File: config.mk
export PLATFORM = sky130hd
export DESIGN_NAME = board_controller_flat
export DESIGN_NICKNAME = d
export VERILOG_FILES = /design/src/rtl/board_controller_if.sv /design/src/rtl/board_controller.sv /design/src/flat_wrapper.sv
export SDC_FILE = /design/constraint.sdc
export NUM_CORES = 1
export LEC_CHECK = 0
export BUFFER_PORTS_ARGS = -buffer_cell sky130_fd_sc_hd__buf_2
export CORE_UTILIZATION = 53
export DETAILED_ROUTE_END_ITERATION = 10
export HOLD_SLACK_MARGIN = 0.02
export PLACE_DENSITY = 0.85
export SLEW_MARGIN = 20
export SYNTH_ARGS = -nofsm -noshare
export SYNTH_HDL_FRONTEND = slang
export SYNTH_SLANG_ARGS = --single-unit
File: constraint.sdc
create_clock -name clk -period 1.9 [get_ports clk]
set_input_delay 0.38 -clock clk [delete_from_list [all_inputs] [get_ports clk]]
set_output_delay 0.38 -clock clk [all_outputs]
set_load 0.01 [all_outputs]
File: src/rtl/board_controller_if.sv
// Move-request and board/status bundle between the input logic, the board
// controller and the win detector.
interface board_controller_if;
    logic       new_game;
    logic       move_valid;
    logic [3:0] move_sel;
    logic [1:0] win;
    logic [1:0] pos1;
    logic [1:0] pos2;
    logic [1:0] pos3;
    logic [1:0] pos4;
    logic [1:0] pos5;
    logic [1:0] pos6;
    logic [1:0] pos7;
    logic [1:0] pos8;
    logic [1:0] pos9;
    logic [1:0] turn;
    logic       busy;
    logic       illegal;
    logic       game_over;
    logic [1:0] winner;
    logic [3:0] move_count;

    modport master (
        output new_game, move_valid, move_sel, win,
        input  pos1, pos2, pos3, pos4, pos5, pos6, pos7, pos8, pos9,
        input  turn, busy, illegal, game_over, winner, move_count
    );

    modport slave (
        input  new_game, move_valid, move_sel, win,
        output pos1, pos2, pos3, pos4, pos5, pos6, pos7, pos8, pos9,
        output turn, busy, illegal, game_over, winner, move_count
    );
endinterface

File: src/rtl/board_controller.sv
// Tic-tac-toe board owner: validates moves, alternates turns, waits out the
// win detector latency and decides continue / win / draw.
module board_controller #(
    parameter logic [1:0] FIRST_PLAYER   = 2'b01,
    parameter int         DETECT_LATENCY = 1
) (
    input  logic               clk,
    input  logic               rst_n,
    board_controller_if.slave  bus
);

    localparam int CNT_W = (DETECT_LATENCY < 1) ? 1 : $clog2(DETECT_LATENCY + 1);

    typedef enum logic [1:0] {
        PLAY   = 2'd0,
        SETTLE = 2'd1,
        EVAL   = 2'd2,
        OVER   = 2'd3
    } state_t;

    state_t             state_reg, state_next;
    logic [CNT_W-1:0]   cnt_reg, cnt_next;
    logic [1:0]         turn_reg, turn_next;
    logic [3:0]         count_reg, count_next;
    logic [1:0]         winner_reg, winner_next;
    logic               illegal_reg, illegal_next;

    logic               place_move;
    logic               clear_board;
    logic [8:0]         sel_hit;
    logic [8:0]         occupied;
    logic [8:0][1:0]    board;
    logic               sel_ok;

    // One register per square; a square is written only by the accepted move
    // that selects it, or cleared by new_game.
    for (genvar gi = 0; gi < 9; gi++) begin : g_sq
        logic [1:0] sq_reg, sq_next;

        assign sel_hit[gi]  = (bus.move_sel == 4'(gi + 1));
        assign occupied[gi] = (sq_reg != 2'b00);
        assign board[gi]    = sq_reg;

        always_comb begin
            sq_next = sq_reg;
            if (clear_board) begin
                sq_next = 2'b00;
            end else if (place_move && sel_hit[gi]) begin
                sq_next = turn_reg;
            end
        end

        always_ff @(posedge clk or negedge rst_n) begin
            if (!rst_n) begin
                sq_reg <= 2'b00;
            end else begin
                sq_reg <= sq_next;
            end
        end
    end

    // Selects 0 and 10..15 hit no square, so they fail the range test here.
    assign sel_ok = (|sel_hit) && !(|(sel_hit & occupied));

    always_ff @(posedge clk or negedge rst_n) begin
        if (!rst_n) begin
            state_reg   <= PLAY;
            cnt_reg     <= '0;
            turn_reg    <= FIRST_PLAYER;
            count_reg   <= 4'd0;
            winner_reg  <= 2'b00;
            illegal_reg <= 1'b0;
        end else begin
            state_reg   <= state_next;
            cnt_reg     <= cnt_next;
            turn_reg    <= turn_next;
            count_reg   <= count_next;
            winner_reg  <= winner_next;
            illegal_reg <= illegal_next;
        end
    end

    always_comb begin
        state_next   = state_reg;
        cnt_next     = cnt_reg;
        turn_next    = turn_reg;
        count_next   = count_reg;
        winner_next  = winner_reg;
        illegal_next = 1'b0;
        place_move   = 1'b0;
        clear_board  = 1'b0;

        if (bus.new_game) begin
            state_next  = PLAY;
            cnt_next    = '0;
            turn_next   = FIRST_PLAYER;
            count_next  = 4'd0;
            winner_next = 2'b00;
            clear_board = 1'b1;
        end else begin
            case (state_reg)
                PLAY: begin
                    if (bus.move_valid) begin
                        if (sel_ok) begin
                            place_move = 1'b1;
                            count_next = count_reg + 4'd1;
                            cnt_next   = CNT_W'(DETECT_LATENCY);
                            state_next = SETTLE;
                        end else begin
                            illegal_next = 1'b1;
                        end
                    end
                end
                SETTLE: begin
                    // Leaving on the count-1 edge makes EVAL start exactly
                    // DETECT_LATENCY cycles after the accepting edge.
                    if (cnt_reg <= CNT_W'(1)) begin
                        cnt_next   = '0;
                        state_next = EVAL;
                    end else begin
                        cnt_next = cnt_reg - CNT_W'(1);
                    end
                end
                EVAL: begin
                    if (bus.win == 2'b01 || bus.win == 2'b10) begin
                        winner_next = bus.win;
                        state_next  = OVER;
                    end else if (count_reg == 4'd9) begin
                        winner_next = 2'b00;
                        state_next  = OVER;
                    end else begin
                        turn_next  = (turn_reg == 2'b01) ? 2'b10 : 2'b01;
                        state_next = PLAY;
                    end
                end
                default: begin
                    state_next = OVER;
                end
            endcase
        end
    end

    assign bus.pos1       = board[0];
    assign bus.pos2       = board[1];
    assign bus.pos3       = board[2];
    assign bus.pos4       = board[3];
    assign bus.pos5       = board[4];
    assign bus.pos6       = board[5];
    assign bus.pos7       = board[6];
    assign bus.pos8       = board[7];
    assign bus.pos9       = board[8];
    assign bus.turn       = turn_reg;
    assign bus.busy       = (state_reg == SETTLE) || (state_reg == EVAL);
    assign bus.illegal    = illegal_reg;
    assign bus.game_over  = (state_reg == OVER);
    assign bus.winner     = winner_reg;
    assign bus.move_count = count_reg;

endmodule

File: src/flat_wrapper.sv
// flat-port wrapper written by rule: the top's interface ports become plain ports
module board_controller_flat 
#(
    parameter logic [1:0] FIRST_PLAYER   = 2'b01,
    parameter int         DETECT_LATENCY = 1
)
  (clk, rst_n, bus_new_game, bus_move_valid, bus_move_sel, bus_win, bus_pos1, bus_pos2, bus_pos3, bus_pos4, bus_pos5, bus_pos6, bus_pos7, bus_pos8, bus_pos9, bus_turn, bus_busy, bus_illegal, bus_game_over, bus_winner, bus_move_count);
  board_controller_if bus_i ();
  input  logic clk;
  input  logic rst_n;
  input wire logic [$bits(bus_i.new_game)-1:0] bus_new_game;
  input wire logic [$bits(bus_i.move_valid)-1:0] bus_move_valid;
  input wire logic [$bits(bus_i.move_sel)-1:0] bus_move_sel;
  input wire logic [$bits(bus_i.win)-1:0] bus_win;
  output wire logic [$bits(bus_i.pos1)-1:0] bus_pos1;
  output wire logic [$bits(bus_i.pos2)-1:0] bus_pos2;
  output wire logic [$bits(bus_i.pos3)-1:0] bus_pos3;
  output wire logic [$bits(bus_i.pos4)-1:0] bus_pos4;
  output wire logic [$bits(bus_i.pos5)-1:0] bus_pos5;
  output wire logic [$bits(bus_i.pos6)-1:0] bus_pos6;
  output wire logic [$bits(bus_i.pos7)-1:0] bus_pos7;
  output wire logic [$bits(bus_i.pos8)-1:0] bus_pos8;
  output wire logic [$bits(bus_i.pos9)-1:0] bus_pos9;
  output wire logic [$bits(bus_i.turn)-1:0] bus_turn;
  output wire logic [$bits(bus_i.busy)-1:0] bus_busy;
  output wire logic [$bits(bus_i.illegal)-1:0] bus_illegal;
  output wire logic [$bits(bus_i.game_over)-1:0] bus_game_over;
  output wire logic [$bits(bus_i.winner)-1:0] bus_winner;
  output wire logic [$bits(bus_i.move_count)-1:0] bus_move_count;
  assign bus_i.new_game = bus_new_game;
  assign bus_i.move_valid = bus_move_valid;
  assign bus_i.move_sel = bus_move_sel;
  assign bus_i.win = bus_win;
  assign bus_pos1 = bus_i.pos1;
  assign bus_pos2 = bus_i.pos2;
  assign bus_pos3 = bus_i.pos3;
  assign bus_pos4 = bus_i.pos4;
  assign bus_pos5 = bus_i.pos5;
  assign bus_pos6 = bus_i.pos6;
  assign bus_pos7 = bus_i.pos7;
  assign bus_pos8 = bus_i.pos8;
  assign bus_pos9 = bus_i.pos9;
  assign bus_turn = bus_i.turn;
  assign bus_busy = bus_i.busy;
  assign bus_illegal = bus_i.illegal;
  assign bus_game_over = bus_i.game_over;
  assign bus_winner = bus_i.winner;
  assign bus_move_count = bus_i.move_count;
  board_controller #(.FIRST_PLAYER(FIRST_PLAYER), .DETECT_LATENCY(DETECT_LATENCY)) u_core (.clk(clk), .rst_n(rst_n), .bus(bus_i));
endmodule
# Yosys cells after proc, flatten, opt, wreduce, memory -nomap -nowiden
# Index checks and enable logic that the tools add are counted.
# totals
memories	0
latch_bits	0
romBits	0
word_cells	137
output_inout_bits	29
ramBits	0
reg_bits	30
inputBits	10
# classes
muxes	52
magnitude_cmp	1
multipliers	0
add_sub_neg	2
bitwise	1
n_div	0
eq_ne	21
n_reduce_logical	45
shifts	0
# ops
op	n
2-to-1 mux 2 bit	33
nonzero test 2 bit	22
OR reduction 9 bit	2
equality test 4 x 3 -> 1 bit, second input constant	4
2-to-1 mux 4 bit	4
2-to-1 mux 1 bit	13
equality test 4 bit, second input constant	3
AND reduction 3 bit	4
logical AND 1 bit	10
bitwise AND 9 bit	1
equality test 4 x 2 -> 1 bit, second input constant	2
equality test 2 x 1 -> 1 bit, second input constant	3
equality test 2 bit, second input constant	3
inequality test 3 x 2 -> 1 bit, second input constant	2
case mux 2 bit (3 select lines)	1
nonzero test 3 bit	2
adder 4 x 1 -> 4 bit, second input constant	1
equality test 4 x 1 -> 1 bit, second input constant	1
inequality test 2 bit, second input constant	2
inequality test 3 bit, second input constant	1
logical NOT 2 bit	1
logical OR 1 bit	2
case mux 1 bit (2 select lines)	1
AND reduction 2 bit	1
3 further kinds	3

# Longest topological paths before layout
# logic_depth
depth_word	12
depth_mapped	7
depth_no_buf	7

# Worst setup path before layout
# Ideal clock, no wire load.
# synth_timing
path_kind	flip-flop to flip-flop
from	register u_core.g_sq[2].sq_reg[1] (netlist: u_core.bus.pos3[1])
to	register u_core.count_reg[3] (netlist: u_core.bus.move_count[3])
setup_ns	0.128
required_time_ns	1.772
synth_period_minus_slack_ns	1.731
path_stages_with_launch	6
path_slack_ns	0.169
arrival_ns	1.604
n_path_buf	0
cell_sequence	dfrtp_1 -> or2_2 -> a31oi_1 -> o221ai_2 -> nor3_1 -> mux2_1
# synth_via
elab_chain_cells	7
# synth_lines
element	line	text
start: declaration	board_controller.sv:38	logic [1:0] sq_reg, sq_next;
start signal: assignment	board_controller.sv:57	sq_reg <= sq_next;
nonzero test 2 bit	board_controller.sv:41	assign occupied[gi] = (sq_reg != 2'b00);
bitwise AND 9 bit	board_controller.sv:63	assign sel_ok = (|sel_hit) && !(|(sel_hit & occupied));
OR reduction 9 bit	board_controller.sv:63	
logical NOT 1 bit	board_controller.sv:63	
logical AND 1 bit	board_controller.sv:63	
nonzero test 2 bit (no source line)	--	
AND reduction 3 bit (no source line)	--	
end signal: assignment	board_controller.sv:77	count_reg <= count_next;
end: declaration	board_controller.sv:24	logic [3:0] count_reg, count_next;
# No other way between the ends.
# A chain may end at the register's enable or synchronous reset.

# Worst setup path in the final report
# layout_timing
from	register u_core.g_sq[2].sq_reg[1] (netlist: u_core.bus.pos3[1])
to	register u_core.count_reg[2] (netlist: u_core.bus.move_count[2])
# The elaborated chain is that of the path after synthesis.

==> metrics.txt <==
outcome finished, violations left; failing checks design-rule violations; Routed wire per std cell 15.58 um; final core occ 0.6728; register bit total from synthesis 29; max-cap violations 0; max FFs per register 4; most common cell after layout, fill and taps aside buf_2; area leader, netlist dfrtp_1; worst skew pair latency 350 ps; CTS tree yes; critical path class reg2reg; Worst-path clk slew 100 ps; first-pass GRT wire length 6.016 mm; DRT Pass-1 Iters 7; Root Driver clkbuf_4; final hold vios 0; Die Area 0.003361 mm^2; leakage 0.9939 nW; vias in the first global route 1310; # clock sinks 29; Worst EP arrival 2070 ps; met2 GRT Util 0.4056; Final #Nets 227; FP Rows 19; hold crit path type in2async; Final Skew 12.23 ps; Peak VDD IR 0.5218 mV; sequential share of the synthesized area 0.4378; Setup violations, final 0; Layout Cells excl Fill 241; routed vias 1452; post-cts sizing count 0; initial antenna violation count 0; Residual DRC 2; layout cells sized above 1 0.3095; Buffers on Ports 38; Die Span X 57.97 um; most frequent cells in the layout 38 x buf_2, 27 x dfrtp_1, 22 x nor2_1, 21 x inv_1, 11 x o22ai_1; Pwr per Cell Area 768.2 mW/mm^2; final wirelength 3.754 mm; Least-Margin Pin Slew 648.6 ps; crit path max fanout 6; Slew HR 0.5676; Final Critical Period 1842 ps; met3 GRT Util 0.08036; GR met1 Demand/Resource 0.3001; Antenna Nets Post-Route 0; design area 0.001919 mm^2; Initial Util 0.5820; die height 57.97 um; core area 0.002853 mm^2; Yosys warnings 0; DP Area 0.001852 mm^2; pin count of the biggest net entering global routing 36; io pins 39; Post-CTS Repair Setup Buffers 0; cell count after synthesis 170; Initial DRC Count 70; syn_nets 188; Max Clock Freq 542.8 MHz; Max Slew Vio Count 0; Post-synth EDFFs 0; Synth top area share 0.4220; DP HPWL 2.779 mm; top cells by area, synth dfrtp_1 42%, ha_1 6.0%, inv_1 5.0%; post-synthesis cell type count 47; Worst setup EP type flip-flop; grt ovf 0; antenna fix cells 0; asr flop ratio synth 1.000; Num CTS Buffers 5; post-route clock period utilization 0.9696; H-tree depth 2; dominant synthesized flop cell dfrtp_1; DP Cell Count 233; gpl congestion 0.8701; Critical Path RT 2130 ps; most used routing layer met2; Post-CTS Hold Buffers 0; post-synthesis average cell area 9.767 um^2; drt via density 6.025; Total Routing Usage GR 0.2442; clock buffer depth 2; mapped cell area 0.001660 mm^2; Setup crit start kind flip-flop; area delta synth->final 15.60%
-- layout make-up --
class | instances | area (um^2)
Multi-Input combinational cell | 112 | 817.0
Timing Repair Buffer | 39 | 197.7
Fill cell | 213 | 933.4
Inverter | 22 | 82.58
Clock buffer | 5 | 37.54
Tap cell | 31 | 38.79
Sequential cell | 29 | 728.2
Clock inverter | 3 | 17.52
-- worst max-delay path, cell delays in order, from the launching register on --
cell      delay, ps
dfrtp_1         410
or2_2           310
a31oi_2         260
o221ai_2        190
nor3_1          230
mux2_1          340
-- layer usage --
metal	share of wire	routed length [um]
met3	0.066	246
met4	0.016	61
met1	0.41	1544
met2	0.51	1901
met5	0	0
-- power by group --
| part | total, mW | internal, mW | switching [mW] |
|---|---|---|---|
| combinational | 0.407 | 0.159 | 0.248 |
| sequential | 0.696 | 0.656 | 0.0399 |
| clock | 0.371 | 0.139 | 0.232 |
| total | 1.47 | 0.954 | 0.520 |
-- through the flow --
stage / setup TNS [ps] / power, mW / setup slack [ps] / hold slack, ps
6_report: 0 / 1.474 / 57.82 / 40.61
5_1_grt: -27.48 / 1.564 / -16.60 / 83.85
4_1_cts: 0 / 1.479 / 34.04 / 57.17
3_5_place_dp: -13.01 / 1.104 / -13.01 / 436.1
3_3_place_gp: 0 / 1.076 / 30.34 / 426.8
2_1_floorplan: 0 / 0.9823 / 168.6 / 84.41
-- Yosys cell counts, types with 2 or more instances --
library cell / instances
dfrtp_1: 28
inv_1: 22
nor2_1: 22
o22ai_1: 11
a21oi_1: 10
ha_1: 8
mux2i_1: 6
nand2_1: 6
nand3_1: 4
or2_2: 4
clkbuf_1: 3
nor3_1: 3
o21ai_0: 3
and4_1: 2
buf_6: 2
mux2_1: 2
nand4bb_1: 2
nor2b_1: 2
or3_1: 2
-- final timing paths --
check / startpoint / endpoint / slack (ps) / depth (start not counted)
setup / recovery: u_core.bus.pos3[1]$_DFFE_PN0P_ / u_core.bus.move_count[2]$_DFFE_PN0P_ / 60 / 5
hold / removal: rst_n / u_core.state_reg[1]$_DFFE_PN0P_ / 40 / 1
setup reg to reg: u_core.bus.pos3[1]$_DFFE_PN0P_ / u_core.bus.move_count[2]$_DFFE_PN0P_ / 60 / 5
hold reg to reg: u_core.bus.pos9[0]$_DFFE_PN0P_ / u_core.bus.pos9[0]$_DFFE_PN0P_ / 530 / 2
max in group asynchronous: rst_n / u_core.state_reg[1]$_DFFE_PN0P_ / 1410 / 1
min in group clk: bus_move_valid / u_core.state_reg[1]$_DFFE_PN0P_ / 400 / 3
-- cell families (layout without fill, tap and decap cells) --
family | Yosys count | in the layout | share of synthesized area
buf+inv | 29 | 69 | 0.07686
flops | 29 | 29 | 0.4378
fa+ha+maj | 8 | 8 | 0.06029
compound gates | 38 | 38 | 0.1673
simple gates | 58 | 58 | 0.2080
mux | 8 | 8 | 0.04974
(Power assumes the default switching activity.)
